### config.mk
export PLATFORM = sky130hd
export DESIGN_NAME = booth_r4_seq_mult_flat
export DESIGN_NICKNAME = d
export VERILOG_FILES = /design/src/rtl/booth_pkg.sv /design/src/rtl/booth_r4_seq_mult_if.sv /design/src/rtl/booth_r4_pp_gen.sv /design/src/rtl/booth_r4_seq_mult.sv /design/src/flat_wrapper.sv
export SDC_FILE = /design/constraint.sdc
export NUM_CORES = 1
export LEC_CHECK = 0
export ABC_CLOCK_PERIOD_IN_PS = 4100
export CORE_UTILIZATION = 45
export DETAILED_ROUTE_END_ITERATION = 6
export GPL_ROUTABILITY_DRIVEN = 0
export MAX_ROUTING_LAYER = met4
export PLACE_DENSITY = 0.67
export SETUP_SLACK_MARGIN = 0.5
export SYNTH_ARGS = -nofsm -noshare
export SYNTH_HDL_FRONTEND = slang
export SYNTH_SLANG_ARGS = --single-unit
export TNS_END_PERCENT = 30
### constraint.sdc
create_clock -name CLK -period 4.1 [get_ports CLK]
set_input_delay 0.82 -clock CLK [delete_from_list [all_inputs] [get_ports CLK]]
set_output_delay 0.82 -clock CLK [all_outputs]
set_load 0.005 [all_outputs]
### src/rtl/booth_pkg.sv
// rtl/booth_pkg.sv - shared states, Booth digit encoding and decoder
package booth_pkg;

  typedef enum logic [1:0] {
    IDLE,
    RUN,
    DONE
  } state_e;

  typedef enum logic [2:0] {
    OP_ZERO,
    OP_PM,
    OP_P2M,
    OP_NM,
    OP_N2M
  } booth_op_e;

  // Digit is {q1, q0, q-1} of the current multiplier window.
  function automatic booth_op_e booth_decode(input logic [2:0] digit);
    booth_op_e op;
    op = OP_ZERO;
    case (digit)
      3'b001, 3'b010: op = OP_PM;
      3'b011:         op = OP_P2M;
      3'b100:         op = OP_N2M;
      3'b101, 3'b110: op = OP_NM;
      default:        op = OP_ZERO;
    endcase
    return op;
  endfunction

endpackage

### src/rtl/booth_r4_seq_mult_if.sv
// rtl/booth_r4_seq_mult_if.sv - operand request / product handshake bundle
interface booth_r4_seq_mult_if #(
  parameter int N = 8
);

  logic           START;
  logic           signed_mode;
  logic [N-1:0]   A;
  logic [N-1:0]   B;
  logic [2*N-1:0] P;
  logic           busy;
  logic           end_mult;

  modport master (
    output START, signed_mode, A, B,
    input  P, busy, end_mult
  );

  modport slave (
    input  START, signed_mode, A, B,
    output P, busy, end_mult
  );

endinterface

### src/rtl/booth_r4_pp_gen.sv
// rtl/booth_r4_pp_gen.sv - radix-4 Booth partial product (0, +-M, +-2M)
module booth_r4_pp_gen
  import booth_pkg::*;
#(
  parameter int N = 8
) (
  input  logic [N+1:0] m,
  input  logic [2:0]   digit,
  output logic [N+2:0] addend
);

  logic [N+2:0] m1;
  logic [N+2:0] m2;

  assign m1 = {m[N+1], m};
  assign m2 = {m, 1'b0};

  always_comb begin
    addend = '0;
    case (booth_decode(digit))
      OP_PM:   addend = m1;
      OP_P2M:  addend = m2;
      OP_NM:   addend = -m1;
      OP_N2M:  addend = -m2;
      default: addend = '0;
    endcase
  end

endmodule

### src/rtl/booth_r4_seq_mult.sv
// rtl/booth_r4_seq_mult.sv - sequential radix-4 Booth multiplier, one digit per cycle
module booth_r4_seq_mult
  import booth_pkg::*;
#(
  parameter int N = 8
) (
  input  logic              CLK,
  input  logic              RESET,
  booth_r4_seq_mult_if.slave bus
);

  localparam int ITER = N / 2 + 1;
  localparam int CW   = $clog2(ITER + 1);

  if (((N % 2) != 0) || (N < 4)) begin : g_bad_n
    $error("booth_r4_seq_mult: N must be even and >= 4");
  end

  state_e         state;
  state_e         state_nxt;
  logic [N+1:0]   m_reg;
  logic [N+2:0]   q_reg;
  logic [N+2:0]   acc;
  logic [CW-1:0]  cnt;
  logic [2*N-1:0] p_reg;
  logic           busy_reg;
  logic           end_reg;
  logic [N+2:0]   addend;
  logic [N+2:0]   sum;
  logic           last;
  logic           ext_a;
  logic           ext_b;

  booth_r4_pp_gen #(.N(N)) u_pp_gen (
    .m      (m_reg),
    .digit  (q_reg[2:0]),
    .addend (addend)
  );

  assign sum   = acc + addend;
  assign last  = (cnt == CW'(ITER - 1));
  assign ext_a = bus.signed_mode & bus.A[N-1];
  assign ext_b = bus.signed_mode & bus.B[N-1];

  assign bus.P        = p_reg;
  assign bus.busy     = busy_reg;
  assign bus.end_mult = end_reg;

  always_ff @(posedge CLK) begin
    if (!RESET) begin
      state <= IDLE;
    end else begin
      state <= state_nxt;
    end
  end

  always_comb begin
    state_nxt = state;
    case (state)
      IDLE:    if (bus.START) state_nxt = RUN;
      RUN:     if (last) state_nxt = DONE;
      DONE:    if (!bus.START) state_nxt = IDLE;
      default: state_nxt = IDLE;
    endcase
  end

  // q_reg[0] is q[-1]; after the final shift the product starts at q bit 1,
  // so its low 2N bits are sum[N-1:0] above the surviving q_reg[N+2:3].
  always_ff @(posedge CLK) begin
    if (!RESET) begin
      m_reg    <= '0;
      q_reg    <= '0;
      acc      <= '0;
      cnt      <= '0;
      p_reg    <= '0;
      busy_reg <= 1'b0;
      end_reg  <= 1'b0;
    end else begin
      busy_reg <= (state_nxt == RUN);
      end_reg  <= (state_nxt == DONE);
      case (state)
        IDLE: begin
          if (bus.START) begin
            m_reg <= {{2{ext_a}}, bus.A};
            q_reg <= {{2{ext_b}}, bus.B, 1'b0};
            acc   <= '0;
            cnt   <= '0;
          end
        end
        RUN: begin
          acc   <= {{2{sum[N+2]}}, sum[N+2:2]};
          q_reg <= {sum[1:0], q_reg[N+2:2]};
          cnt   <= cnt + CW'(1);
          if (last) begin
            p_reg <= {sum[N-1:0], q_reg[N+2:3]};
          end
        end
        default: ;
      endcase
    end
  end

endmodule

### src/flat_wrapper.sv
// flat-port wrapper written by rule: the top's interface ports become plain ports
module booth_r4_seq_mult_flat import booth_pkg::*;
#(
  parameter int N = 8
)
  (CLK, RESET, bus_START, bus_signed_mode, bus_A, bus_B, bus_P, bus_busy, bus_end_mult);
  booth_r4_seq_mult_if #(.N(N)) bus_i ();
  input  logic CLK;
  input  logic RESET;
  input wire logic [$bits(bus_i.START)-1:0] bus_START;
  input wire logic [$bits(bus_i.signed_mode)-1:0] bus_signed_mode;
  input wire logic [$bits(bus_i.A)-1:0] bus_A;
  input wire logic [$bits(bus_i.B)-1:0] bus_B;
  output wire logic [$bits(bus_i.P)-1:0] bus_P;
  output wire logic [$bits(bus_i.busy)-1:0] bus_busy;
  output wire logic [$bits(bus_i.end_mult)-1:0] bus_end_mult;
  assign bus_i.START = bus_START;
  assign bus_i.signed_mode = bus_signed_mode;
  assign bus_i.A = bus_A;
  assign bus_i.B = bus_B;
  assign bus_P = bus_i.P;
  assign bus_busy = bus_i.busy;
  assign bus_end_mult = bus_i.end_mult;
  booth_r4_seq_mult #(.N(N)) u_core (.CLK(CLK), .RESET(RESET), .bus(bus_i));
endmodule
==> out/results.txt <==
outcome - finished, final reports clean
Top FF cell, synth - dfxtp_1
first-pass GRT wire length - 11,800 µm
post-synthesis register bit count - 52
startpoint types - flop
Synthesis Warnings - 0
Die Wd - 83.5 µm
RSZ-0062 raised after global routing - no
CTS Hold Bufs - 0
clk_skew - 9.02 ps
antenna violation net count after detailed routing - 0
final period utilization - 81.3%
CTS sink cnt - 52
sequential fraction of the synthesis area - 34.8%
Area Growth Syn to Fin - 17.4%
CTS Buffer Depth - 2
Worst Tran Pin Value - 1030 ps
die area - 0.00697 mm²
top cells by count, synth - 53 x nand2_1, 52 x dfxtp_1, 26 x nor2_1
max-slew violation count - 0
ys async rst share - 0%
final setup TNS - 0 ps
Max H-tree Level - 2
routed vias - 2,612
WL/cell - 15.0 µm
CP required - 4290 ps
final cell utilization of the core - 54.9%
Lkg Pwr - 1.43 nW
HPWL after DPL - 5030 µm
Post-synth EDFFs - 0
Synth Instances - 362
CTS tree - built
Hold Slack - 470 ps
initial core utilization - 46.8%
number of DRC markers in iteration 0 - 180
Hold Fails Final Rpt - 0
total power per unit cell area - 306 mW/mm²
post-synth net total - 396
Hold Path Class - flop to flop
# rows - 29
top post-synthesis cells by area - dfxtp_1 35%, nand2_1 6.7%, ha_1 5.4%
initial antenna violation count - 0
worst-path fanout max - 6
top cell type's share of synthesized area - 34.8%
Post-Route WL - 6970 µm
Arrival @ worst endpoint - 3520 ps
Max-Cap Viols - 0
# setup viols final - 0
GR Util All Layers - 21.3%
# diodes - 0
TritonRoute pass-1 iters - 5
share of cells above drive strength 1 - 4.39%
# port buffers - 37
Num CTS Buffers - 5
CORE AREA - 0.00639 mm²
Clock transition at path regs - 100 ps
Tmin final - 3330 ps
pin count of the biggest net entering global routing - 37
number of flip-flops under the largest register name - 16
fmax - 0.300 GHz
area of the mapped netlist - 0.00299 mm²
Vias/cell - 5.63
vias in the first global route - 2,400
leading cell type by number of instances after synthesis - nand2_1
DIE HEIGHT - 83.5 µm
Worst slew margin - 31.3%
Crit. End Element - flop
Crit Path Class - flop to flop
largest area contributor in the netlist - dfxtp_1
VDD IR-drop max - 0.000170 V
root buf cell - clkbuf_8
Nets - 421
Avg Inst Size Synth - 8.25 µm²
I/O pins - 38
clock latency on the worst-skew pair - 300 ps
post-synth cell types - 45
GRT overflow - 0
drc violations - 0
-- cells in the final DEF (no fill, tap or decap), types with 2 or more instances in the layout --
cell | Yosys | routed
a211oi_1 | 3 | 3
a21boi_0 | 18 | 18
a21o_1 | 3 | 3
a21oi_1 | 12 | 12
a221oi_1 | 8 | 7
a22oi_1 | 12 | 12
a31oi_1 | 4 | 4
and2_1 | 3 | 3
and3_1 | 3 | 3
buf_4 | 0 | 7
clkbuf_8 | 0 | 5
clkdlybuf4s50_1 | 0 | 37
dfxtp_1 | 52 | 52
ha_1 | 13 | 13
inv_1 | 6 | 6
mux2i_1 | 12 | 12
nand2_1 | 53 | 53
nand3_1 | 6 | 6
nor2_1 | 26 | 26
nor2b_1 | 22 | 22
nor3_1 | 6 | 6
nor3b_1 | 5 | 4
o211a_1 | 9 | 9
o211ai_1 | 2 | 2
o21a_1 | 4 | 4
o21ai_0 | 17 | 17
or3_1 | 3 | 3
xnor2_1 | 10 | 10
xor2_1 | 9 | 9
-- per-layer routing --
metal | up-vias | part of all wire (%) | track usage [%]
met4 | 0 | 0.76 | 4.78
met3 | 6 | 4.1 | 3.26
met2 | 73 | 46 | 33.8
met1 | 1208 | 49 | 28.7
met5 | - | 0 | -
li1 | 1325 | - | -
-- worst max-delay path, stage by stage (launching register included) --
cell      delay [ps]
dfxtp_1          330
inv_1             90
ha_1             240
or4b_1           550
o21ai_0          230
xor2_1           200
o32ai_1          110
o21ai_0          170
nand2_1          100
ha_1             320
o21a_1           130
o211a_1          200
a221oi_1         300
xor2_1           170
o21ai_0           80
-- cell type report --
class                           count  area, µm²
Clock buffer                        5       68.8
Clock inverter                      2       16.3
Fill cell                         615       2880
Inverter                            7       26.3
Multi-Input combinational cell    277       1840
Sequential cell                    52       1040
Tap cell                           77       96.3
Timing Repair Buffer               44        423
-- per-stage QoR --
step                      power (mW)  setup slack, ps  cell area [µm²]  cells
after detailed placement       0.784              632             3390    455
after global placement         0.782              724             3390    455
final                           1.07              768             3510    464
after global routing            1.13              488             3510    464
after CTS                       1.08              615             3470    462
after floorplan                0.722              914             2990    362
-- what timing repair did --
action                     CTS  global route
setup buffers                0             2
gates resized for setup      0             2
setup endpoints to repair    0             3
-- final timing paths --
kind              startpoint              end  slack [ps]  cells after the start
max          u_core.m_reg[1]    u_core.acc[7]         770                     14
min          u_core.bus.P[8]  u_core.bus.P[8]         470                      2
min reg2reg  u_core.bus.P[8]  u_core.bus.P[8]         470                      2
max reg2reg  u_core.m_reg[1]    u_core.acc[7]         770                     14
-- power by group --
part / internal, mW / switching, mW
registers: 0.525 / 0.0287
clock network: 0.119 / 0.174
logic: 0.106 / 0.121
-- cells by family (layout without fill, tap and decap cells) --
kind of cell,after synthesis,count (layout),synth area share [%]
buffers and inverters,33,58,4.48
AND/OR/NAND/NOR,131,131,20.7
multiplexers,13,13,4.40
flip-flops,52,52,34.8
XOR/XNOR,19,19,5.57
AO/OA/AOI/OAI,100,100,23.9
adder cells (fa/ha/maj),14,14,6.11
No activity file was read; power rests on OpenSTA's default activity.
==> edit, RTL diff (same settings) <==
Reset style: asynchronous (`RESET`), changed in 2 clocked blocks.
--- a/src/rtl/booth_r4_seq_mult.sv
+++ b/src/rtl/booth_r4_seq_mult.sv
@@ -46,7 +46,7 @@
   assign bus.busy     = busy_reg;
   assign bus.end_mult = end_reg;
 
-  always_ff @(posedge CLK) begin
+  always_ff @(posedge CLK or negedge RESET) begin
     if (!RESET) begin
       state <= IDLE;
     end else begin
@@ -66,7 +66,7 @@
 
   // q_reg[0] is q[-1]; after the final shift the product starts at q bit 1,
   // so its low 2N bits are sum[N-1:0] above the surviving q_reg[N+2:3].
-  always_ff @(posedge CLK) begin
+  always_ff @(posedge CLK or negedge RESET) begin
     if (!RESET) begin
       m_reg    <= '0;
       q_reg    <= '0;
Check against the original RTL: differs if RESET is asserted again (counterexample within 4 cycles, from zero or initial values and one cycle with RESET low); with RESET held inactive, the same outputs for 4 cycles.
==> edit against the unedited design <==
  * Synthesized cell count down 3.3%
  * Worst hold slack improved by 32 ps
  * Worst setup slack got worse by 82 ps
  * Die area rose by 11%
  * Routed wire length up 10%
  * Design area grew 11%
  * Sequential cell count is the same
  * Area after synthesis rose by 11%
  * Clock skew is 4.0 ps lower
  * Count of clock-buffer cells in the layout grew 1
  * Critical endpoint is now u_core.acc[9]
  * Sequential share of layout area increased by 3.8 points
Power is left out: it rests on default switching activity, and per cell area and clock period it moved more than threefold.
==> edit: results (changes against the unedited design) <==
Logic synthesis
  • Adder-Cell Fraction of Synth Area: 0.0549 (-0.00627)
  • Synth top cells by count: dfrtp_1 (52), nand2_1 (35), o21ai_0 (34), mux2_2 (22), a21oi_1 (21)
  • Distinct cells, synth: 55 (+22%)
  • Compound-gate portion of the synthesized area: 0.204 (-0.0351)
  • Main area contributors after synthesis: dfrtp_1 (39%), mux2_2 (7.4%), o21ai_0 (5.1%)
  • Post-synth ARST share: 1.00 (+1.00)
  • Sequential area share after synthesis: 0.391 (+0.0424)
  • Mux cell area share after synthesis: 0.104 (+0.0605)
  • Predominant post-synthesis flop cell: dfrtp_1
  • Post-synthesis xor/xnor area fraction: 0.0342 (-0.0215)
  • Post-Syn Nets: 384 (-3.0%)

Global routing
  • Total GRT Usage: 0.227 (+0.0141)
  • Largest net degree at the start of global routing: 36 (-2.7%)
  • Initial antenna violation count: 0 (unchanged)
  • Grt ovf: 0 (unchanged)
  • Met3 GRT Util: 0.0311 (-0.00154)
  • First-pass GRT wire length: 13200 um (+12%)
  • Met2 Usage GRT: 0.350 (+0.0119)
  • Vias in the first global route: 2645 (+10%)
  • GR Util met1: 0.313 (+0.0263)

Worst setup path
  • Reg-to-Reg End: u_core.acc[9]
  • Critical path startpoint category: register
  • Worst EP arrival: 3600 ps (+80 ps)
  • R2r setup slk: 690 ps (-80 ps)
  • Critical Path Max Stage Delay: 480 ps (-70 ps)
  • Critical path's slowest cell: or4b_4
  • CP max FO: 6 (unchanged)
  • CP startpoint: u_core.m_reg[0]

Outcome
  • Status: finished clean

CTS
  • Post-CTS Resized: 3 (+3)
  • Clock latency on the worst-skew pair: just over 300 ps
  • Worst-path clk slew: 100 ps (about the same)
  • CTS H-Tree Depth: 2 (unchanged)
  • Post-CTS setup buffer count: 1 (+1)
  • Clock Path Buffers: 2 (unchanged)

Cells and area
  • Fillers: 639 (+3.9%)
  • # diodes: 0 (unchanged)
  • Nets: 416 (-1.2%)
  • Share of cells above drive strength 1: 0.151 (+0.108)
  • Largest register FFs: 16 (unchanged)

Route
  • Met2 wire len: 3560 um (+11%)
  • Wire length on met3: 316 um (+9.3%)
  • Vias per cell: 5.70 (+1.2%)
  • Pre-antenna DRT Iters: 4 (-1)
  • Iteration-0 DRC Markers: 112 (-38%)
  • WL met1: 3730 um (+9.3%)
  • Routed wire length: 7700 um (+10%)
  • Top Layer Used: met4

Hold path
  • Hold path startpoint: u_core.acc[6]
  • Hold Crit Endpoint: u_core.acc[6]
  • Hold Crit Class: reg -> reg

STA
  • Setup-failing EPs final: 0 (unchanged)
  • Tightest Pin Transition: 1070 ps (+41.0 ps)
  • Layout Skew: 5.03 ps (-3.99 ps)

Placed design
  • HPWL Detailed: 5420 um (+7.8%)
==> edit: cell count changes after synthesis, sizes merged, moves of 11 or more <==
cell,before,now
dfrtp,0,52
dfxtp,52,0
mux2,1,22
o21ai,17,36
nand2,53,35
a21boi,18,1
nor2b,22,10
nor2,26,15
==> edit: per-stage QoR <==
step | worst slack [ps] | util | instances | instance area, sq um | hold WS, ps
floorplan | 775 | - | 350 | 3330 | 455
global placement | 550 | 0.535 | 468 | 3740 | 471
detailed placement | 427 | 0.535 | 468 | 3740 | 475
CTS | 526 | 0.552 | 477 | 3850 | 509
global route | 441 | 0.557 | 479 | 3890 | 537
finish | 686 | 0.557 | 479 | 3890 | 502
==> edit: cell type report <==
type	instances	area share
flip-flops and latches	52	0.335
repair buffers	48	0.115
inverters	10	0.00966
clock buffers	6	0.0212
well taps	96	0.0309
multi-input cells	265	0.485
clock inverters	2	0.00354
